===== config.mk =====
export PLATFORM = sky130hd
export DESIGN_NAME = cic_comb
export DESIGN_NICKNAME = d
export VERILOG_FILES = /design/src/rtl/cic_comb.sv
export SDC_FILE = /design/constraint.sdc
export NUM_CORES = 1
export LEC_CHECK = 0
export ABC_AREA = 1
export CAP_MARGIN = 20
export CORE_MARGIN = 4
export CORE_UTILIZATION = 55
export CTS_CLUSTER_DIAMETER = 30
export DETAILED_ROUTE_END_ITERATION = 6
export HOLD_SLACK_MARGIN = 0.05
export PLACE_DENSITY = 0.84
export REMOVE_ABC_BUFFERS = 1
export SLEW_MARGIN = 15
export SYNTH_ARGS = -nofsm -noshare
export SYNTH_HDL_FRONTEND = slang
export SYNTH_SLANG_ARGS = --single-unit
export TNS_END_PERCENT = 20

===== constraint.sdc =====
create_clock -name clk -period 14 [get_ports clk]
set_clock_uncertainty 0.15 [all_clocks]
set_input_delay 3.5 -clock clk [delete_from_list [all_inputs] [get_ports clk]]
set_output_delay 3.5 -clock clk [all_outputs]
set_load 0.05 [all_outputs]

===== src/rtl/cic_comb.sv =====
// ============================================================================
// cic_comb : CIC decimator comb section (CIC_N combs, differential delay CIC_M)
//            followed by round-half-up / saturate reduction to the output width.
// Revision : 1.0
// ============================================================================
`default_nettype none

module cic_comb #(
  parameter int DATA_WIDTH_INP = 20,
  parameter int DATA_WIDTH_OUT = 16,
  parameter int CIC_N          = 3,
  parameter int CIC_M          = 1
) (
  input  logic                             clk,
  input  logic                             reset,
  input  logic signed [DATA_WIDTH_INP-1:0] s_axis_in_tdata,
  input  logic                             s_axis_in_tvalid,
  output logic signed [DATA_WIDTH_OUT-1:0] m_axis_out_tdata,
  output logic                             m_axis_out_tvalid
);

  localparam int SH = DATA_WIDTH_INP - DATA_WIDTH_OUT;

  // Each stage advances only on a valid input, so the response ignores gaps.
  for (genvar k = 1; k <= CIC_N; k++) begin : g_stage
    logic signed [DATA_WIDTH_INP-1:0] data;
    logic                             valid;
    logic signed [DATA_WIDTH_INP-1:0] dly [CIC_M];
    logic signed [DATA_WIDTH_INP-1:0] in_data;
    logic                             in_valid;

    if (k == 1) begin : g_head
      assign in_data  = s_axis_in_tdata;
      assign in_valid = s_axis_in_tvalid;
    end else begin : g_link
      assign in_data  = g_stage[k-1].data;
      assign in_valid = g_stage[k-1].valid;
    end

    always_ff @(posedge clk or posedge reset) begin
      if (reset) begin
        data  <= '0;
        valid <= 1'b0;
        for (int j = 0; j < CIC_M; j++) begin
          dly[j] <= '0;
        end
      end else begin
        valid <= in_valid;
        if (in_valid) begin
          data   <= in_data - dly[CIC_M-1];
          dly[0] <= in_data;
          for (int j = CIC_M - 1; j > 0; j--) begin
            dly[j] <= dly[j-1];
          end
        end
      end
    end
  end

  logic signed [DATA_WIDTH_INP-1:0] last_data;
  logic                             last_valid;
  logic signed [DATA_WIDTH_OUT-1:0] out_next;

  assign last_data  = g_stage[CIC_N].data;
  assign last_valid = g_stage[CIC_N].valid;

  if (SH == 0) begin : g_pass
    assign out_next = last_data;
  end else begin : g_round
    // One guard bit keeps the rounding addend from wrapping near full scale.
    localparam logic signed [DATA_WIDTH_INP:0] HALF =
      (DATA_WIDTH_INP+1)'(1) << (SH - 1);
    localparam logic signed [DATA_WIDTH_INP:0] SAT_MAX =
      (DATA_WIDTH_INP+1)'((1 << (DATA_WIDTH_OUT - 1)) - 1);
    localparam logic signed [DATA_WIDTH_INP:0] SAT_MIN = ~SAT_MAX;

    logic signed [DATA_WIDTH_INP:0] sum;
    logic signed [DATA_WIDTH_INP:0] shifted;

    always_comb begin
      sum     = {last_data[DATA_WIDTH_INP-1], last_data} + HALF;
      shifted = sum >>> SH;
      if (shifted > SAT_MAX) begin
        out_next = SAT_MAX[DATA_WIDTH_OUT-1:0];
      end else if (shifted < SAT_MIN) begin
        out_next = SAT_MIN[DATA_WIDTH_OUT-1:0];
      end else begin
        out_next = shifted[DATA_WIDTH_OUT-1:0];
      end
    end
  end

  always_ff @(posedge clk or posedge reset) begin
    if (reset) begin
      m_axis_out_tdata  <= '0;
      m_axis_out_tvalid <= 1'b0;
    end else begin
      m_axis_out_tvalid <= last_valid;
      if (last_valid) begin
        m_axis_out_tdata <= out_next;
      end
    end
  end

endmodule

`default_nettype wire


After elaboration in Yosys (flattened, before gate mapping)
Cells that the tools add are included.
{ "word_totals": {"out_inout_bits": 17, "register_bits": 140} }
{ "classes": {"mux": 2, "n_lt_le_gt_ge": 2, "n_addsub": 4} }
{ "ops": {"columns": ["op", "n"], "rows": [
  ["subtractor 20 bit", 3],
  ["2-to-1 mux 16 bit", 2],
  ["adder 20 x 5 -> 21 bit (second input constant)", 1],
  ["> comparator 17 x 16 -> 1 bit (second input constant)", 1],
  ["less-than comparator 17 x 16 -> 1 bit (second input constant)", 1]
]} }

Longest topological paths before layout
{ "depth": {"word_depth": 4, "depth_mapped": 13, "mapped_depth_nobuf": 13} }

Worst setup path after synthesis
No wires, ideal clock.
{ "synth_timing": {"path_kind": "input -> register", "start": "input s_axis_in_tdata[0]", "end": "register g_stage[1].data[14]", "setup_ns": 0.117, "required_time_ns": 13.733, "path_stages": 11, "setup_slack_ns": 8.847, "arrival_time_ns": 4.886, "cell_sequence": "inv_1 -> ha_1 -> fa_1 -> nor2_1 -> nor2_1 -> o21ai_0 -> nand4_1 -> nand2_1 -> nand2_1 -> nand3_1 -> nand2_1"} }
{ "synth_between": {"elab_chain_len": 1} }
{ "synth_lines": {"columns": ["element", "line_no", "text"], "rows": [
  ["start, declared", "16", "input logic signed [DATA_WIDTH_INP-1:0] s_axis_in_tdata,"],
  ["subtractor 20 bit", "50", "data <= in_data - dly[CIC_M-1];"],
  ["end signal, assigned", "50", null],
  ["end, declared", "26", "logic signed [DATA_WIDTH_INP-1:0] data;"]
]} }
No other way between the ends.
A chain may end at the register's enable or synchronous reset.

Final worst setup path
Same ends and word-level chain as after synthesis.

==> impl_metrics.csv <==
group,metric,value,unit
outcome,status,"finished clean",
floorplan,rows,46,
clock_network,postCtsHoldBufs,0,
yosys,synth_area,9029,um^2
routing,drc,0,
timing,max_slew.worst_pin.slew,0.9347,ns
finish,diodes,0,
finish,multi_input_area,4777,um^2
yosys,synth_top_family_by_area,"simple AND/OR/NAND/NOR gates",
setup_path,rr_startpoint,"g_stage[1].data[0]",
timing,final_max_slew_viol_count,0,
setup_path,worst_setup_path_end_kind,"register",
yosys,synth_xor_area_share,3.007,%
routing,vias,8163,
global_route,grt_use_total,24.95,%
global_route,grt_first_pass_wirelength,36.96,mm
timing,max_clock_freq,181.9,MHz
yosys,synthSimpleGateAreaFrac,30.64,%
routing,via_per_inst,5.253,
yosys,synthAdderAreaFrac,8.343,%
min_path,min_from,"m_axis_out_tdata[9]",
floorplan,coreArea,16000,um^2
clock_network,numCtsBuffers,17,
placed_design,gp_congestion,0.9110,
yosys,synth-seq-cells,137,
floorplan,die_x,136.1,um
floorplan,die_h,136.1,um
timing,slew_headroom,37.68,%
power,vdd_ir_drop_max,0.1073,mV
timing,rsz0062_at_grt,"false",
routing,routed_wl,21.73,mm
yosys,avgSynthCellArea,6.994,um^2
min_path,worstHoldPathType,"register to register",
power,swShare,46.08,%
yosys,yosysMostFrequentCell,"nand2_1",
floorplan,die_area,18530,um^2
power,p_switching,0.9859,mW
yosys,ys.flop_type,"dfrtp_1",
finish,fin_nets,1407,
power,pwr-share-comb,51.0,%
setup_path,cp-start-kind,"input pin",
clock_network,clockRootBuffer,"clkbuf_16",
routing,wire_per_inst,13.98,um
timing,min_period,5.496,ns
floorplan,pin_count,40,
setup_path,cp.required,14.16,ns
finish,seq_area,3428,um^2
power,p_seq_share,29.2,%
yosys,ys_seq_area_share,37.97,%
power,cellPowerDensity,210.4,nW/um^2
yosys,synthCells,1291,
yosys,yosysWarnings,0,
yosys,synth-edff-count,0,
yosys,synthMuxAreaShare,0,%
routing,drt_first_pass_iters,6,
clock_network,tritoncts,"built",
yosys,synth_area_leader_cell,"dfrtp_1",
clock_network,clkTransAtPathRegs,0.06,ns
finish,n_fill_cell,1514,
setup_path,worstSetupPathType,"input pin to register",
routing,drt-initial-drc-count,486,
timing,setup_tns,0,ns
clock_network,clock-sinks,137,
routing,ant_nets,0,
yosys,synth-compound-area-share,10.92,%
clock_network,htreeDepth,4,
yosys,synth_top_area_share,37.97,%
placed_design,port_buffers,39,
power,p_leak,5.227,nW
placed_design,hpwlAfterDp,16.52,mm
timing,period_share,39.26,%
finish,area_delta_synth_final,12.62,%
global_route,grt_max_degree,78,
global_route,grt.overflow.total,0,
setup_path,crit_start,"s_axis_in_tdata[0]",
timing,hold_violations,0,
power,power.internal,1.154,mW
finish,utilization,63.55,%
global_route,antenna_found_initial,0,
clock_network,clk_latency,0.42,ns
yosys,synthTopCellsByCount,"nand2_1 (417), inv_1 (189), dfrtp_1 (137), o21ai_0 (101), nor2_1 (94)",
clock_network,cts_buffer_depth,2,
global_route,first_global_vias,8072,
timing,setup_violations,0,
yosys,synth_cell_types,34,
power,p_clk_share,19.7,%
floorplan,initial_core_util,56.43,%
finish,drive_gt1_share,4.335,%
clock_network,post_cts_buffers,0,
job,max_cap_violations,0,
yosys,synth-async-reset-ratio,100.0,%
clock_network,cts_resized,0,
setup_path,cp_max_fo,3,
setup_path,arrival,5.65,ns
yosys,ys_top_cells_by_area,"dfrtp_1 (38%), nand2_1 (17%), ha_1 (7.9%)",
## flip-flops by register name (all words and copies together) (netlist names)
signal             count
m_axis_out_tvalid      1
g_stage.data          57
g_stage.valid          3
g_stage.dly           60
m_axis_out_tdata      16
## layout make-up
cell class	instances	area share, %
Tap cell	216	2.658
Clock buffer	21	4.627
Sequential cell	137	33.71
Clock inverter	11	0.8613
Inverter	189	7.026
Timing Repair Buffer	43	4.134
Multi-Input combinational cell	937	46.98
## cell families (layout without fill, tap and decap cells)
| kind of cell | Yosys count | count (layout) |
|---|---|---|
| and+or+nand+nor | 660 | 660 |
| buffers and inverters | 217 | 264 |
| adders and majority gates | 59 | 59 |
| DFF | 137 | 137 |
| xor gates and xnor gates | 31 | 31 |
| AOI/OAI and AO/OA | 187 | 187 |
## worst max-delay path, cell delays in order
cell             delay [ns]
clkdlybuf4s50_1        0.45
inv_1                  0.05
ha_1                   0.22
fa_1                   0.39
nor2_1                 0.14
nor2_1                 0.09
o21ai_0                0.35
nand4_1                0.19
nand2_1                0.11
nand2_1                0.05
nand3_1                0.06
nand2_1                0.05
## cell usage in the layout, fill, tap and decap left out, types with 2 or more instances in the layout
| cell | instances |
|---|---|
| nand2_4 | 2 |
| clkdlybuf4s50_1 | 39 |
| nor3_1 | 7 |
| a31oi_1 | 7 |
| nor2_4 | 2 |
| inv_1 | 188 |
| buf_4 | 4 |
| nand3_2 | 2 |
| a21oi_1 | 60 |
| and2_1 | 6 |
| o21ai_2 | 2 |
| clkinv_4 | 2 |
| o21ai_1 | 7 |
| nand2_2 | 4 |
| clkbuf_16 | 17 |
| xor2_1 | 13 |
| or2_1 | 2 |
| nand4_1 | 20 |
| nand3_1 | 88 |
| or2_2 | 8 |
| ha_1 | 57 |
| nand3b_1 | 6 |
| clkinvlp_4 | 4 |
| clkbuf_8 | 3 |
| dfrtp_1 | 137 |
| o21bai_1 | 5 |
| nand2_1 | 417 |
| xnor2_1 | 18 |
| inv_6 | 5 |
| fa_1 | 2 |
| o21ai_0 | 101 |
| a21o_1 | 4 |
| nor2_1 | 94 |
## power groups by stage
stage	Combinational, mW	Sequential, mW	Clock [mW]
2_1_floorplan	0.739	0.683	0
3_3_place_gp	1.06	0.626	0
3_5_place_dp	1.08	0.629	0
4_1_cts	1.09	0.625	0.429
5_1_grt	1.24	0.641	0.448
6_report	1.09	0.626	0.422
## metal layers
metal  up-vias  GRT usage (%)  wire (um)
met4         0          10.47        802
met2       173          46.45      11230
li1       4178              -          -
met3        54          4.367        681
met5         -              0          0
met1      3758          27.89       9010
## path summary, 6_finish.rpt
check / endpoint / slack (ns) / cells past startpoint
max: g_stage[1].data[14] / 8.50 / 12
min: m_axis_out_tdata[9] / 0.33 / 2
max reg2reg: g_stage[2].data[14] / 11.64 / 11
min reg2reg: m_axis_out_tdata[9] / 0.33 / 2
max in group asynchronous: g_stage[1].dly[14] / 9.01 / 3
min in group asynchronous: g_stage[3].dly[6] / 3.35 / 2
## stage by stage
step	std cells	total power [mW]	hold WS [ns]	setup slack, ns	instance area (um^2)
3_3_place_gp	1522	1.688	0.3082	8.147	9610
4_1_cts	1554	2.143	0.3276	8.505	10170
6_report	1554	2.140	0.3257	8.504	10170
3_5_place_dp	1522	1.710	0.3127	8.070	9610
5_1_grt	1554	2.332	0.3470	8.338	10170
2_1_floorplan	1263	1.422	0.3030	6.682	8915
No activity file was read; power rests on OpenSTA's default activity.
